**config.mk**
```make
export PLATFORM = sky130hd
export DESIGN_NAME = alarm_ctrl
export DESIGN_NICKNAME = d
export VERILOG_FILES = /design/src/rtl/alarm_pkg.sv /design/src/rtl/alarm_blinker.sv /design/src/rtl/alarm_ctrl.sv
export SDC_FILE = /design/constraint.sdc
export NUM_CORES = 1
export LEC_CHECK = 0
export ABC_AREA = 1
export CORE_MARGIN = 1
export CORE_UTILIZATION = 48
export CTS_BUF_LIST = sky130_fd_sc_hd__clkbuf_4
export DETAILED_ROUTE_END_ITERATION = 8
export PLACE_DENSITY = 0.82
export SYNTH_ARGS = -nofsm -noshare
export SYNTH_HDL_FRONTEND = slang
export SYNTH_HIERARCHICAL = 1
export SYNTH_SLANG_ARGS = --single-unit
```
**constraint.sdc**
```tcl
create_clock -name clk_dvid -period 1.6 [get_ports clk_dvid]
set_input_delay 0.32 -clock clk_dvid [delete_from_list [all_inputs] [get_ports clk_dvid]]
set_output_delay 0.32 -clock clk_dvid [all_outputs]
set_load 0.02 [all_outputs]
```
**src/rtl/alarm_pkg.sv**
```systemverilog
// Shared types and constants for the stopwatch alarm controller.
package alarm_pkg;

   localparam int DIGIT_W = 4;

   typedef enum logic {
      ALARM_IDLE = 1'b0,
      ALARM_RING = 1'b1
   } alarm_state_e;

   // Bits needed to hold values 0..max_val; never less than one bit.
   function automatic int cnt_width(input int max_val);
      if (max_val < 1) return 1;
      return $clog2(max_val + 1);
   endfunction

endpackage

```
**src/rtl/alarm_blinker.sv**
```systemverilog
// Blink phase generator: phase starts high on a ring start/retrigger and
// toggles every BLINK_HALF cycles while the ring stays active.
module alarm_blinker
   import alarm_pkg::*;
#(
   parameter int BLINK_HALF = 10
) (
   input  logic clk_dvid,
   input  logic rst_n,
   input  logic start,
   input  logic active,
   output logic phase
);

   localparam int HALF_W = cnt_width(BLINK_HALF);
   localparam logic [HALF_W-1:0] HALF_LOAD = HALF_W'(BLINK_HALF - 1);

   logic [HALF_W-1:0] half_q;
   logic              phase_q;

   // Half-period down-counter; phase flips at terminal count.
   always_ff @(posedge clk_dvid or negedge rst_n) begin
      if (!rst_n) begin
         half_q  <= '0;
         phase_q <= 1'b0;
      end else if (start) begin
         half_q  <= HALF_LOAD;
         phase_q <= 1'b1;
      end else if (active) begin
         if (half_q == '0) begin
            half_q  <= HALF_LOAD;
            phase_q <= ~phase_q;
         end else begin
            half_q  <= half_q - HALF_W'(1);
         end
      end else begin
         half_q  <= '0;
         phase_q <= 1'b0;
      end
   end

   assign phase = phase_q;

endmodule

```
**src/rtl/alarm_ctrl.sv**
```systemverilog
// Alarm controller: rings the LED for ON_CYCLES cycles on each rising match
// of the BCD display value against a programmable target.
// Optional blinking LED is built only when ALARM_BLINK_EN is defined.
module alarm_ctrl
   import alarm_pkg::*;
#(
   parameter int NUM_DIGITS = 4,
   parameter int ON_CYCLES  = 100,
   parameter int BLINK_HALF = 10,
   parameter int CNT_W      = 8
) (
   input  logic                          clk_dvid,
   input  logic                          rst_n,
   input  logic                          en,
   input  logic [DIGIT_W*NUM_DIGITS-1:0] digits,
   input  logic [DIGIT_W*NUM_DIGITS-1:0] target,
   input  logic                          ack,
   input  logic                          blink_mode,
   output logic                          led,
   output logic                          ringing,
   output logic [CNT_W-1:0]              fire_cnt
);

   localparam int DUR_W = cnt_width(ON_CYCLES);
   localparam logic [DUR_W-1:0] DUR_LOAD = DUR_W'(ON_CYCLES - 1);

   alarm_state_e     state_q;
   logic [DUR_W-1:0] dur_q;
   logic [CNT_W-1:0] fire_q;
   logic             ringing_q;
   logic             match;
   logic             match_q;
   logic             rise;
   logic             fire;

   // Raw nibble equality; invalid BCD codes still compare.
   assign match = (digits == target);
   assign rise  = match & ~match_q;
   assign fire  = en & rise;

   // Match history, tracked regardless of state or enable.
   always_ff @(posedge clk_dvid or negedge rst_n) begin
      if (!rst_n) match_q <= 1'b0;
      else        match_q <= match;
   end

   // Ring FSM with duration timer and saturating fire counter; a new rise
   // wins over ack and expiry in the same cycle.
   always_ff @(posedge clk_dvid or negedge rst_n) begin
      if (!rst_n) begin
         state_q   <= ALARM_IDLE;
         dur_q     <= '0;
         fire_q    <= '0;
         ringing_q <= 1'b0;
      end else if (fire) begin
         state_q   <= ALARM_RING;
         ringing_q <= 1'b1;
         dur_q     <= DUR_LOAD;
         if (fire_q != {CNT_W{1'b1}}) fire_q <= fire_q + CNT_W'(1);
      end else if (state_q == ALARM_RING) begin
         if (!en || ack || dur_q == '0) begin
            state_q   <= ALARM_IDLE;
            ringing_q <= 1'b0;
            dur_q     <= '0;
         end else begin
            dur_q     <= dur_q - DUR_W'(1);
         end
      end
   end

   assign ringing  = ringing_q;
   assign fire_cnt = fire_q;

`ifdef ALARM_BLINK_EN
   logic phase;
   logic blink_q;

   // Mode is registered so the LED never follows an input combinationally.
   always_ff @(posedge clk_dvid or negedge rst_n) begin
      if (!rst_n) blink_q <= 1'b0;
      else        blink_q <= blink_mode;
   end

   alarm_blinker #(
      .BLINK_HALF (BLINK_HALF)
   ) u_blinker (
      .clk_dvid (clk_dvid),
      .rst_n    (rst_n),
      .start    (fire),
      .active   (state_q == ALARM_RING),
      .phase    (phase)
   );

   assign led = ringing_q & (~blink_q | phase);
`else
   logic unused_blink;
   assign unused_blink = blink_mode ^ BLINK_HALF[0];
   assign led = ringing_q;
`endif

endmodule

```
; ---- Word-level counts from Yosys, hierarchy flattened
; Cells that the tools add are included.
[op_classes]
add_sub_neg = 2
eq_ne = 2
mux = 9
n_bitwise = 3
reduce_logical = 8
[op_table]
columns = operator, count
row1 = 2-to-1 mux 7 bit, 3
row2 = equality test 16 bit, 1
row3 = "adder 8 x 1 -> 8 bit, second input constant", 1
row4 = "!= test 8 bit, second input constant", 1
row5 = logical NOT 7 bit, 1
row6 = "subtractor 7 x 1 -> 7 bit, second input constant", 1
row7 = 2-to-1 mux 1 bit, 6
row8 = AND reduction 2 bit, 2
row9 = nonzero test 2 bit, 2
row10 = AND 1 bit, 2
row11 = logical OR 1 bit, 2
row12 = logical NOT 1 bit, 1
row13 = NOT 1 bit, 1
[totals]
regBits = 18
word_cells = 29

; ---- Logic depth before layout (Yosys ltp)
[logic_depth]
ltp_word = 6
ltp_mapped = 13
depth_no_buf = 13

; ---- Worst setup path after synthesis
; OpenSTA, ideal clock, no wires.
[synth_path]
kind = reg-to-reg
startpoint = register fire_q[0], in the netlist fire_cnt[0]
endpoint = register fire_q[6], in the netlist fire_cnt[6]
setup_time_ps = 118
t_arrival_ps = 1368
t_required_ps = 1482
slack_ps = 114
stages_incl_launch_ff = 8
path_cell_list = dfrtp_1 -> ha_1 -> nand2_1 -> nor3_2 -> nand3_2 -> buf_6 -> nand4_1 -> nand2_1
[synth_via]
elab_chain_cells = 2
word_cells_on_any_way = 3
[synth_lines]
columns = item, line
row1 = start: declaration, alarm_ctrl.sv:29  ; logic [CNT_W-1:0] fire_q;
row2 = start signal: assignment, alarm_ctrl.sv:59  ; if (fire_q != {CNT_W{1'b1}}) fire_q <= fire_q + CNT_W'(1);
row3 = branches (longest 2 deep; another with adder 8 x 1 -> 8 bit), --
; Several ways; the timed one is not identified.
; A chain may end at the register's enable or synchronous reset.

; ---- Worst setup path after layout
[layout_path]
startpoint = input port digits[7]
endpoint = register fire_q[4], in the netlist fire_cnt[4]
[layout_via]
elab_chain_cells = 4
[layout_lines]
columns = item, line
row1 = start: declaration, alarm_ctrl.sv:15  ; input logic [DIGIT_W*NUM_DIGITS-1:0] digits,
row2 = equality test 16 bit, alarm_ctrl.sv:37  ; assign match = (digits == target);
row3 = AND 1 bit, alarm_ctrl.sv:38  ; assign rise = match & ~match_q;
row4 = AND 1 bit, alarm_ctrl.sv:39  ; assign fire = en & rise;
row5 = AND reduction 2 bit (no source line), --
; No other way between the ends.

==> impl_metrics.tcl <==
set metrics [dict create \
    outcome "finished with violations" \
    violations "DRC" \
    cts.sink_count 18 \
    synth_cells 232 \
    crit_fanout 5 \
    initial_core_util_pct 52.3 \
    synth_top_area_share_pct 30.2 \
    hold_buffers 0 \
    leakagePower_nw 1.41 \
    die_x_um 57.7 \
    fin_nets 328 \
    holdWs_ns 0.341 \
    drt-total-wl_um 3040 \
    swShare_pct 26.9 \
    finalSetupViolations 0 \
    grt_pass1_wl_um 5240 \
    numCtsBuffers 3 \
    yosys_warnings 6 \
    clock.fmax_mhz 665 \
    seqPwrFrac_pct 50.8 \
    antenna_left 0 \
    start_kind "input port" \
    fp.coreArea_um2 2850 \
    ys_seq_area_share_pct 30.2 \
    io_pins 47 \
    synth_nets 272 \
    synthesis.area_um2 1490 \
    clock_skew_ns 0.00121 \
    min_period_over_period_pct 94.0 \
    clk_path_buf_depth 2 \
    root_buffer "clkbuf_4" \
    clock_latency_ns 0.29 \
    path_cells "clkdlybuf4s50_1, nand2_1, inv_1, nor2_1, nor2_1, nand2_1, nor2_1, nand2_2, nor2_4, nand4_1, nand2_1" \
    hold_violations 0 \
    drtIter0Drc 33 \
    hold_class "in2async" \
    crit_buf_inv 2 \
    antennaDiodeCount 0 \
    worst_slew_pin_slew_ns 0.291 \
    crit_family "simple AND/OR/NAND/NOR gates" \
    slew_headroom_pct 80.4 \
    drc 2 \
    numPortBuffers 45 \
    grt_pass1_vias 1378 \
    cp_slowest_stage_delay_ns 0.51 \
    clk_pin_slew_worst_paths_ns 0.11 \
    power.density_nw_per_um2 426 \
    crit_arrival_ns 1.75 \
    dr.pass1.iters 6 \
    power_frac_comb_pct 22.5 \
    drive_above_1_share_pct 11.5 \
    dp_cells 312 \
    vias 1501 \
    dp_hpwl_um 2390 \
    htree_levels 1 \
    end_kind "flip-flop" \
    synthTopCellsByArea "dfrtp_1, nand2_1, inv_1, xor2_1, nor2_1" \
    cp_slowest_cell "clkdlybuf4s50_1" \
    pwr-share-clk_pct 26.7 \
    die_y_um 57.7 \
    syn_area_per_cell_um2 6.43 \
    cell_internal_pwr_mw 0.655 \
    num_rows 19 \
    critPathKind "in2reg" \
    yosys_register_bits 18 \
    via_per_inst 4.72 \
    antenna_found_initial 0 \
    grt_usage_pct 19.5 \
    switching_power_mw 0.241 \
    crit_required_ns 1.84 \
    place.gp.congestion 0.832 \
    irDropWorstVdd_mv 0.528 \
    postLayoutCoreUtil_pct 73.8 \
    grt_max_degree 19 \
    finalSetupTns_ns 0 \
    fin_cells 318 \
    maxCapViolCount 0 \
    synth_area_leader_cell "dfrtp_1" \
    min_period_ns 1.50 \
    area_growth_pct 41.1 \
    drv_slew 0 \
    die_area_um2 3330 \
    avgRoutedWirePerCell_um 9.56 \
    power_mw 0.896 \
    synth_cell_types 27 \
    grt_overflow 0 \
    tritoncts "done" \
]
## sequential cells by signal, indices dropped and copies added (netlist names)
signal / flops
fire_cnt: 8
state_q: 1
match_q: 1
dur_q: 7
led: 1
## routing by layer
metal,share of wire (%),GRT usage [%]
met1,43,22.7
met2,52,37.0
met3,4.7,4.69
met4,0.95,2.72
met5,0,0
## power groups by stage
stage | Sequential [mW] | Clock, mW | Combinational, mW
floorplan | 0.464 | 0 | 0.0839
global placement | 0.464 | 0 | 0.199
detailed placement | 0.464 | 0 | 0.204
CTS | 0.455 | 0.249 | 0.204
global route | 0.455 | 0.271 | 0.232
finish | 0.455 | 0.239 | 0.202
## layout make-up
| class | instances | area (µm²) |
|---|---|---|
| multi-input combinational | 157 | 843 |
| fill | 243 | 748 |
| timing repair buffer | 54 | 543 |
| sequential | 18 | 450 |
| inverter | 54 | 203 |
| tap | 31 | 38.8 |
| clock buffer | 3 | 22.5 |
| clock inverter | 1 | 3.75 |
## per-stage QoR
step / setup WS [ns] / cell area, µm²
2_1_floorplan: 0.114 / 1490
3_3_place_gp: -0.216 / 2010
3_5_place_dp: -0.247 / 2010
4_1_cts: 0.0752 / 2020
5_1_grt: -0.00306 / 2100
6_report: 0.0954 / 2100
## placed cells by master (no fill, tap or decap), types with 2 or more instances in the layout
cell and instances:
buf_4 9, clkbuf_4 3, clkdlybuf4s50_1 20, clkinv_1 2, dfrtp_1 18, dlygate4sd2_1 10
dlymetal6s2s_1 15, ha_1 3, inv_1 51, inv_2 2, nand2_1 86, nand2_2 8
nand3_1 5, nand3b_1 2, nand4_1 9, nor2_1 17, nor2_2 3, nor2_4 2
o221ai_1 2, xnor2_1 4, xor2_1 8
## cells by family after synthesis
logic type	after synthesis	synth area share (%)
xor+xnor	12	7.05
flops	18	30.2
simple gates	139	43.5
compound gates	3	1.51
fa+ha+maj	3	2.52
buf+inv	57	15.2
## worst paths after layout
check	from	cells after the start	to	slack, ns
worst max-delay path	digits[7]	11	fire_cnt[4]	0.1
worst min-delay path	rst_n	2	dur_q[6]	0.34
worst max register to register	fire_cnt[1]	7	fire_cnt[3]	0.19
worst min register to register	led	2	led	0.53
max in group asynchronous	rst_n	2	fire_cnt[2]	1.06
min in group clk_dvid	led	2	led	0.53
## Yosys cell counts
master     n
inv_2      2
buf_4      1
nor2_2     3
o221ai_1   2
nand3_2    1
nor3_1     1
clkinv_1   1
nor2_1    18
nand2_1   89
nor3_2     1
o21ai_0    1
nand4_1    9
nand3b_1   2
nand4_4    1
ha_1       3
nor2_4     1
nand3_1    5
xor2_1     8
nand2_2    5
buf_2      1
xnor2_1    4
nand2_4    1
inv_1     51
nor4_2     1
nor2_8     1
dfrtp_1   18
buf_6      1
## what timing repair did
action | CTS | global route
gates resized for setup | 10 | 22
pin swaps | 0 | 10
gates cloned | 0 | 0
hold endpoints to repair | 0 | 0
endpoints found under the setup margin | 10 | 12
buffers inserted | 0 | 2
Power figures use the tool's default switching activity.
